### src/rtl/commit_trace_buffer.sv
// commit_trace_buffer
//   Captures retirement events from the core's commit point, classifies
//   them, tags each with an instruction number and queues the records in a
//   FIFO drained over a valid/ready port. Never back-pressures the core:
//   when the FIFO is full and nothing pops, the record is dropped and
//   counted. A halt-drain FSM (RUN -> DRAIN -> DONE) stops accepting
//   commits after HALT and raises done once the FIFO is empty.
//
//   Ports
//     clk, rst_n            clock, asynchronous active-low reset
//     commit_*              retirement event from the core
//     out_valid/out_ready   record handshake; out_* are the record fields
//     out_kind              0 NOP, 1 REG, 2 LD, 3 STU, 4 ST, 5 HALT
//     out_cycle             cycle stamp of the record (0 when not built in)
//     level                 FIFO occupancy
//     overflow, drop_cnt    sticky drop flag, saturating drop counter
//     inst_count            commits accepted in RUN
//     cycle_cnt             cycles since reset, frozen in DONE
//     done                  halt seen and FIFO drained
//
//   Build option: define CYCLE_STAMP_EN to store cycle_cnt with every
//   record and present it on out_cycle.
module commit_trace_buffer #(
  parameter int DATA_W = 16,
  parameter int REG_W  = 3,
  parameter int DEPTH  = 16,
  parameter int CNT_W  = 32
) (
  input  logic                       clk,
  input  logic                       rst_n,
  input  logic                       commit_valid,
  input  logic [DATA_W-1:0]          commit_pc,
  input  logic [DATA_W-1:0]          commit_inst,
  input  logic                       commit_reg_write,
  input  logic [REG_W-1:0]           commit_write_reg,
  input  logic [DATA_W-1:0]          commit_write_data,
  input  logic                       commit_mem_read,
  input  logic                       commit_mem_write,
  input  logic [DATA_W-1:0]          commit_mem_addr,
  input  logic [DATA_W-1:0]          commit_mem_data,
  input  logic                       commit_halt,
  output logic                       out_valid,
  input  logic                       out_ready,
  output logic [2:0]                 out_kind,
  output logic [CNT_W-1:0]           out_inum,
  output logic [DATA_W-1:0]          out_pc,
  output logic [DATA_W-1:0]          out_inst,
  output logic [REG_W-1:0]           out_reg,
  output logic [DATA_W-1:0]          out_wdata,
  output logic [DATA_W-1:0]          out_addr,
  output logic [DATA_W-1:0]          out_mdata,
  output logic [CNT_W-1:0]           out_cycle,
  output logic [$clog2(DEPTH):0]     level,
  output logic                       overflow,
  output logic [CNT_W-1:0]           drop_cnt,
  output logic [CNT_W-1:0]           inst_count,
  output logic [CNT_W-1:0]           cycle_cnt,
  output logic                       done
);

  localparam int AW = $clog2(DEPTH);
  localparam int LW = AW + 1;

  typedef enum logic [2:0] {
    KIND_NOP  = 3'd0,
    KIND_REG  = 3'd1,
    KIND_LD   = 3'd2,
    KIND_STU  = 3'd3,
    KIND_ST   = 3'd4,
    KIND_HALT = 3'd5
  } kind_e;

  typedef enum logic [1:0] {
    ST_RUN,
    ST_DRAIN,
    ST_DONE
  } state_e;

  typedef struct packed {
    logic [2:0]        kind;
    logic [CNT_W-1:0]  inum;
    logic [DATA_W-1:0] pc;
    logic [DATA_W-1:0] inst;
    logic [REG_W-1:0]  rg;
    logic [DATA_W-1:0] wdata;
    logic [DATA_W-1:0] addr;
    logic [DATA_W-1:0] mdata;
  } rec_t;

  state_e           state, nextState;
  rec_t             mem [DEPTH];
  rec_t             newRec;
  rec_t             headRec;
  kind_e            kind;
  logic [AW-1:0]    wrPtr, rdPtr;
  logic [LW-1:0]    levelQ;
  logic [CNT_W-1:0] instQ, cycleQ, dropQ;
  logic             overflowQ;
  logic             accept, full, pop, push, drop, notEmpty;

  // Classification: register-writing forms take priority over HALT/ST.
  always_comb begin
    kind = KIND_NOP;
    if (commit_reg_write && commit_mem_write)     kind = KIND_STU;
    else if (commit_reg_write && commit_mem_read) kind = KIND_LD;
    else if (commit_reg_write)                    kind = KIND_REG;
    else if (commit_halt)                         kind = KIND_HALT;
    else if (commit_mem_write)                    kind = KIND_ST;
  end

  always_comb begin
    newRec.kind  = kind;
    newRec.inum  = instQ;
    newRec.pc    = commit_pc;
    newRec.inst  = commit_inst;
    newRec.rg    = commit_write_reg;
    newRec.wdata = commit_write_data;
    newRec.addr  = commit_mem_addr;
    newRec.mdata = commit_mem_data;
  end

  assign notEmpty = (levelQ != '0);
  assign full     = (levelQ == LW'(DEPTH));
  assign accept   = commit_valid && (state == ST_RUN);
  assign pop      = notEmpty && out_ready;
  // A pop on the same edge frees a slot, so a full FIFO still takes the push.
  assign push     = accept && (!full || pop);
  assign drop     = accept && full && !pop;

  // Storage is not reset; the read side is gated by occupancy instead.
  always_ff @(posedge clk) begin
    if (push) mem[wrPtr] <= newRec;
  end

  always_ff @(posedge clk or negedge rst_n) begin
    if (!rst_n) begin
      wrPtr     <= '0;
      rdPtr     <= '0;
      levelQ    <= '0;
      overflowQ <= 1'b0;
      dropQ     <= '0;
      instQ     <= '0;
      cycleQ    <= '0;
    end else begin
      if (push) wrPtr <= wrPtr + AW'(1);
      if (pop)  rdPtr <= rdPtr + AW'(1);
      if (push && !pop)      levelQ <= levelQ + LW'(1);
      else if (pop && !push) levelQ <= levelQ - LW'(1);
      if (drop) begin
        overflowQ <= 1'b1;
        if (dropQ != '1) dropQ <= dropQ + CNT_W'(1);
      end
      // Dropped records still consume an INUM so gaps are visible downstream.
      if (accept) instQ <= instQ + CNT_W'(1);
      if (state != ST_DONE) cycleQ <= cycleQ + CNT_W'(1);
    end
  end

  always_ff @(posedge clk or negedge rst_n) begin
    if (!rst_n) state <= ST_RUN;
    else        state <= nextState;
  end

  always_comb begin
    nextState = state;
    done      = 1'b0;
    case (state)
      ST_RUN:   if (accept && commit_halt) nextState = ST_DRAIN;
      ST_DRAIN: if (!notEmpty) nextState = ST_DONE;
      ST_DONE:  done = 1'b1;
      default:  nextState = ST_RUN;
    endcase
  end

  always_comb begin
    headRec = notEmpty ? mem[rdPtr] : '0;
    out_valid = notEmpty;
    out_kind  = headRec.kind;
    out_inum  = headRec.inum;
    out_pc    = headRec.pc;
    out_inst  = headRec.inst;
    out_reg   = headRec.rg;
    out_wdata = headRec.wdata;
    out_addr  = headRec.addr;
    out_mdata = headRec.mdata;
  end

`ifdef CYCLE_STAMP_EN
  logic [CNT_W-1:0] stampMem [DEPTH];

  always_ff @(posedge clk) begin
    if (push) stampMem[wrPtr] <= cycleQ;
  end

  assign out_cycle = notEmpty ? stampMem[rdPtr] : '0;
`else
  assign out_cycle = '0;
`endif

  assign level      = levelQ;
  assign overflow   = overflowQ;
  assign drop_cnt   = dropQ;
  assign inst_count = instQ;
  assign cycle_cnt  = cycleQ;

endmodule

### config.mk
export PLATFORM = sky130hd
export DESIGN_NAME = commit_trace_buffer
export DESIGN_NICKNAME = d
export VERILOG_FILES = /design/src/rtl/commit_trace_buffer.sv
export SDC_FILE = /design/constraint.sdc
export NUM_CORES = 2
export LEC_CHECK = 0
export CAP_MARGIN = 20
export CORE_MARGIN = 4
export CORE_UTILIZATION = 35
export CTS_BUF_LIST = sky130_fd_sc_hd__clkbuf_4
export DETAILED_ROUTE_END_ITERATION = 12
export GPL_ROUTABILITY_DRIVEN = 0
export HOLD_SLACK_MARGIN = 0.1
export PLACE_DENSITY = 0.53
export SYNTH_ARGS = -nofsm -noshare
export SYNTH_HDL_FRONTEND = slang
export SYNTH_SLANG_ARGS = --single-unit
### constraint.sdc
create_clock -name clk -period 5.4 [get_ports clk]
set_clock_uncertainty 0.05 [all_clocks]
set_input_delay 0.81 -clock clk [delete_from_list [all_inputs] [get_ports clk]]
set_output_delay 0.81 -clock clk [all_outputs]
set_load 0.05 [all_outputs]
==> tab_implementation.tex <==
\begin{tabular}{lr}
\hline
Metric & Value \\
\hline
\multicolumn{2}{l}{\textbf{Run status}} \\
\quad Outcome & completed \\
\multicolumn{2}{l}{\textbf{Layout}} \\
\quad Final-stage net count & 4280 \\
\quad Post-route cell area & 0.09158 mm² \\
\quad Fillers & 19400 \\
\quad Most frequent standard cell in the layout excluding fill and tap cells & sky130\_fd\_sc\_hd\_\_edfxtp\_1 \\
\quad Share of post-route cells with drive strength above 1 & 0.3449 \\
\quad Most frequent cells in the layout & sky130\_fd\_sc\_hd\_\_edfxtp\_1, sky130\_fd\_sc\_hd\_\_clkbuf\_4, sky130\_fd\_sc\_hd\_\_mux4\_2 \\
\quad Synthesis-to-layout area growth & 18.69\% \\
\multicolumn{2}{l}{\textbf{Detailed routing}} \\
\quad Number of DRC violations after detailed routing & 0 \\
\quad Number of vias in the routed layout & 38060 \\
\quad DR WL/cell & 26.36 µm \\
\quad Remaining antenna violation count & 0 \\
\quad Vias per cell & 5.144 \\
\quad Detailed-route wire length & 195000 µm \\
\quad Initial drt markers & 2864 \\
\quad Number of detailed-routing iterations run before antenna repair & 6 \\
\multicolumn{2}{l}{\textbf{Global routing}} \\
\quad Remaining global-route overflow & 0 \\
\quad Global-route wire length before repair & 283900 µm \\
\quad Global Route Usage Sum & 0.1703 \\
\quad Initial antenna violation count & 23 \\
\quad Vias in the first global route & 41000 \\
\quad Maximum number of pins on one net before global-route repair & 94 \\
\multicolumn{2}{l}{\textbf{Worst hold path}} \\
\quad Worst hold path startpoint & commit\_pc[13] \\
\quad Worst hold path class & input port to flip-flop \\
\quad Endpoint with the worst hold slack & mem[11][80] \\
\quad WHS Path Cells & 1 \\
\multicolumn{2}{l}{\textbf{Synthesis}} \\
\quad Avg Cell Area, Syn & 23.13 µm² \\
\quad Fraction of registers with async set/reset & 0.05600 \\
\quad Flip-flop and latch count after synthesis & 2000 \\
\quad Prevailing post-synth register cell & sky130\_fd\_sc\_hd\_\_edfxtp\_1 \\
\quad Number of synthesized flops with an enable pin & 1888 \\
\quad Number of distinct library cell variants in the gate-level netlist after synthesis & 47 \\
\quad Seq/Total Area, Yosys & 0.7711 \\
\quad Number of instances in the synthesized netlist & 3336 \\
\quad Count of yosys warnings during synthesis & 0 \\
\quad Cell Area, Synth & 0.07716 mm² \\
\multicolumn{2}{l}{\textbf{STA}} \\
\quad Achievable clock frequency & 194.2 MHz \\
\quad Setup slack after layout & 0.2512 ns \\
\quad Worst max-slew margin expressed relative to the limit & 0.3663 \\
\quad Setup-violating endpoint count in the final report & 0 \\
\quad Actual transition at the worst max-transition pin & 0.9506 ns \\
\quad Final hold violation count & 0 \\
\quad Post-route clock period utilization & 0.9535 \\
\quad Final Hold Slack & 0.3586 ns \\
\quad Number of slew-limit violations in the final report & 0 \\
\quad Final min period & 5.149 ns \\
\multicolumn{2}{l}{\textbf{Setup path}} \\
\quad Most repeated library cell on the critical path & sky130\_fd\_sc\_hd\_\_mux4\_2 \\
\quad Crit start category & flip-flop \\
\quad Crit Path Class & flip-flop to output port \\
\quad CP peak stage delay & 0.73 ns \\
\quad Cell count along the critical path & 6 \\
\quad Worst reg-to-reg path cell count & 13 \\
\quad Kind of capture point of the worst setup path & output port \\
\quad Cell-by-cell listing of the critical path & buf\_12, buf\_4, mux4\_2, mux4\_2, and2\_1, clkdlybuf4s50\_1 \\
\quad Data required time at the worst endpoint & 4.54 ns \\
\quad Critical-path cell with the highest stage delay & sky130\_fd\_sc\_hd\_\_clkdlybuf4s50\_1 \\
\quad Terminus of the critical flop-to-flop path & level[4] \\
\quad Setup slack of the most critical reg-to-reg path & 1.68 ns \\
\quad Data arrival at the endpoint of the critical path & 4.29 ns \\
\quad Max FO, Critical Path & 19 \\
\quad Count of buffering cells on the critical path with inverters included & 3 \\
\quad Family with the most delay on the worst path & buffers and inverters \\
\quad Worst r2r src & level[0] \\
\multicolumn{2}{l}{\textbf{Clocking}} \\
\quad Insertion delay to the later sink of the worst-skew pair & 1.34 ns \\
\quad H-Tree Level Count & 6 \\
\quad Clock root buffer & sky130\_fd\_sc\_hd\_\_clkbuf\_4 \\
\quad Clock transition time at the flip-flop clock pins of the worst setup and hold paths & 0.06 ns \\
\quad CTS tree & yes \\
\quad Maximum number of buffers from clock root to sink & 4 \\
\quad TritonCTS sink count & 2000 \\
\quad TritonCTS Buffers & 553 \\
\multicolumn{2}{l}{\textbf{Pwr}} \\
\quad Tot Pwr & 48260 µW \\
\quad Cell leakage power & 0.03057 µW \\
\quad Worst IR drop on VDD & 369.4 µV \\
\quad Power Dens Cells & 527.0 mW/mm² \\
\multicolumn{2}{l}{\textbf{Floorplan}} \\
\quad Die outline width & 477.5 µm \\
\quad Initial standard-cell utilization of the core & 0.3515 \\
\quad Core box area & 0.2195 mm² \\
\quad Die area & 0.2280 mm² \\
\quad I/O Pins & 345 \\
\quad Row count & 172 \\
\quad Die boundary height & 477.5 µm \\
\multicolumn{2}{l}{\textbf{Placement}} \\
\quad PortBufs & 312 \\
\quad Half-perimeter wire length of the detailed placement result & 101300 µm \\
\quad Total cell area at the placement stage & 0.08481 mm² \\
\quad Worst setup timing slack at the placement stage & 0.9925 ns \\
\multicolumn{2}{l}{\textbf{Flow run}} \\
\quad MaxCap Viol Count & 0 \\
\hline
\end{tabular}
## kinds of logic after synthesis
| group | Yosys count | synth area share |
|---|---|---|
| compound gates | 80 | 0.007459 |
| xor+xnor | 102 | 0.01158 |
| fa+ha+maj | 13 | 0.002205 |
| buf+inv | 213 | 0.01456 |
| flops | 2000 | 0.7711 |
| mux | 595 | 0.1679 |
| other cells | 1 | 0.00004860 |
| simple gates | 332 | 0.02513 |
## worst reg2reg max path, cell delays in order (launching register included)
cell                      delay [ns]
sky130_fd_sc_hd__dfrtp_1        0.46
sky130_fd_sc_hd__nor4_2         0.53
sky130_fd_sc_hd__nor2b_4        0.28
sky130_fd_sc_hd__inv_4          0.24
sky130_fd_sc_hd__buf_12         0.32
sky130_fd_sc_hd__nand2_1        0.23
sky130_fd_sc_hd__ha_1           0.24
sky130_fd_sc_hd__inv_1          0.11
sky130_fd_sc_hd__fa_1           0.42
sky130_fd_sc_hd__a21o_1         0.18
sky130_fd_sc_hd__a21oi_1        0.17
sky130_fd_sc_hd__xnor2_1        0.14
sky130_fd_sc_hd__nor2_1         0.08
sky130_fd_sc_hd__xor2_1         0.15
## per-layer routing
layer,part of all wire,up-vias,track usage
li1,-,16030,-
met3,0.074,306,0.05124
met5,0.00021,-,0
met2,0.47,1323,0.2652
met4,0.021,6,0.05068
met1,0.43,20400,0.2317
## synth_stat cells, drive strengths merged (29+ instances only)
library cell | n | share of area
clkbuf | 86 | 0.0042
dfrtp | 112 | 0.036
mux2i | 31 | 0.0040
buf | 111 | 0.0096
a211oi | 62 | 0.0060
nand2 | 36 | 0.0018
mux4 | 559 | 0.16
nor2 | 31 | 0.0015
nor2b | 33 | 0.0027
xnor2 | 67 | 0.0076
and3 | 29 | 0.0024
edfxtp | 1888 | 0.73
nand4 | 38 | 0.0032
xor2 | 35 | 0.0040
and2 | 95 | 0.0077
## metrics by stage
| stage | cells | util | TNS (ns) |
|---|---|---|---|
| floorplan | 3367 | - | 0 |
| global placement | 6478 | 0.3863 | 0 |
| detailed placement | 6479 | 0.3864 | 0 |
| CTS | 7383 | 0.4168 | -0.1028 |
| global route | 7392 | 0.4171 | -0.2727 |
| finish | 7399 | 0.4172 | 0 |
## sequential cells by signal, summed over array words and instances, names as in the netlist
register,flops
inst_count,32
cycle_cnt,32
level,5
wrPtr,4
rdPtr,4
drop_cnt,32
mem,1888
state,2
overflow,1
## area by class of cell
cell class | count | area, µm² | share of cell area
Timing Repair Buffer | 451 | 5067 | 0.05533
Clock buffer | 787 | 5908 | 0.06452
Multi-Input combinational cell | 1154 | 16740 | 0.1828
Antenna cell | 16 | 40.04 | 0.0004372
Sequential cell | 2000 | 59510 | 0.6499
Inverter | 16 | 62.56 | 0.0006831
Tap cell | 2871 | 3592 | 0.03923
Clock inverter | 104 | 658.1 | 0.007187
## how the worst max path moves through the flow
stage	startpoint	slack (ns)	end
after floorplan	commit_valid	0.42	mem[0][0]
after global placement	rdPtr[0]	0.99	out_addr[0]
after detailed placement	rdPtr[0]	0.99	out_addr[0]
after CTS	rdPtr[0]	-0.1	out_addr[0]
after global routing	rdPtr[0]	-0.04	out_addr[10]
final	rdPtr[0]	0.25	out_inum[24]
## report_power, final
group	internal, µW	switching [µW]
clock	7070	6050
combinational	6830	9890
sequential	17900	480
## timing repair
action / 4_1_cts / 5_1_grt
gates resized for setup: 70 / 15
pin swaps: 0 / 0
hold endpoints to repair: 57 / 0
hold buffers: 4 / 0
endpoints found under the setup margin: 113 / 19
buffers inserted: 9 / 0
No activity file was read; power rests on OpenSTA's default activity.
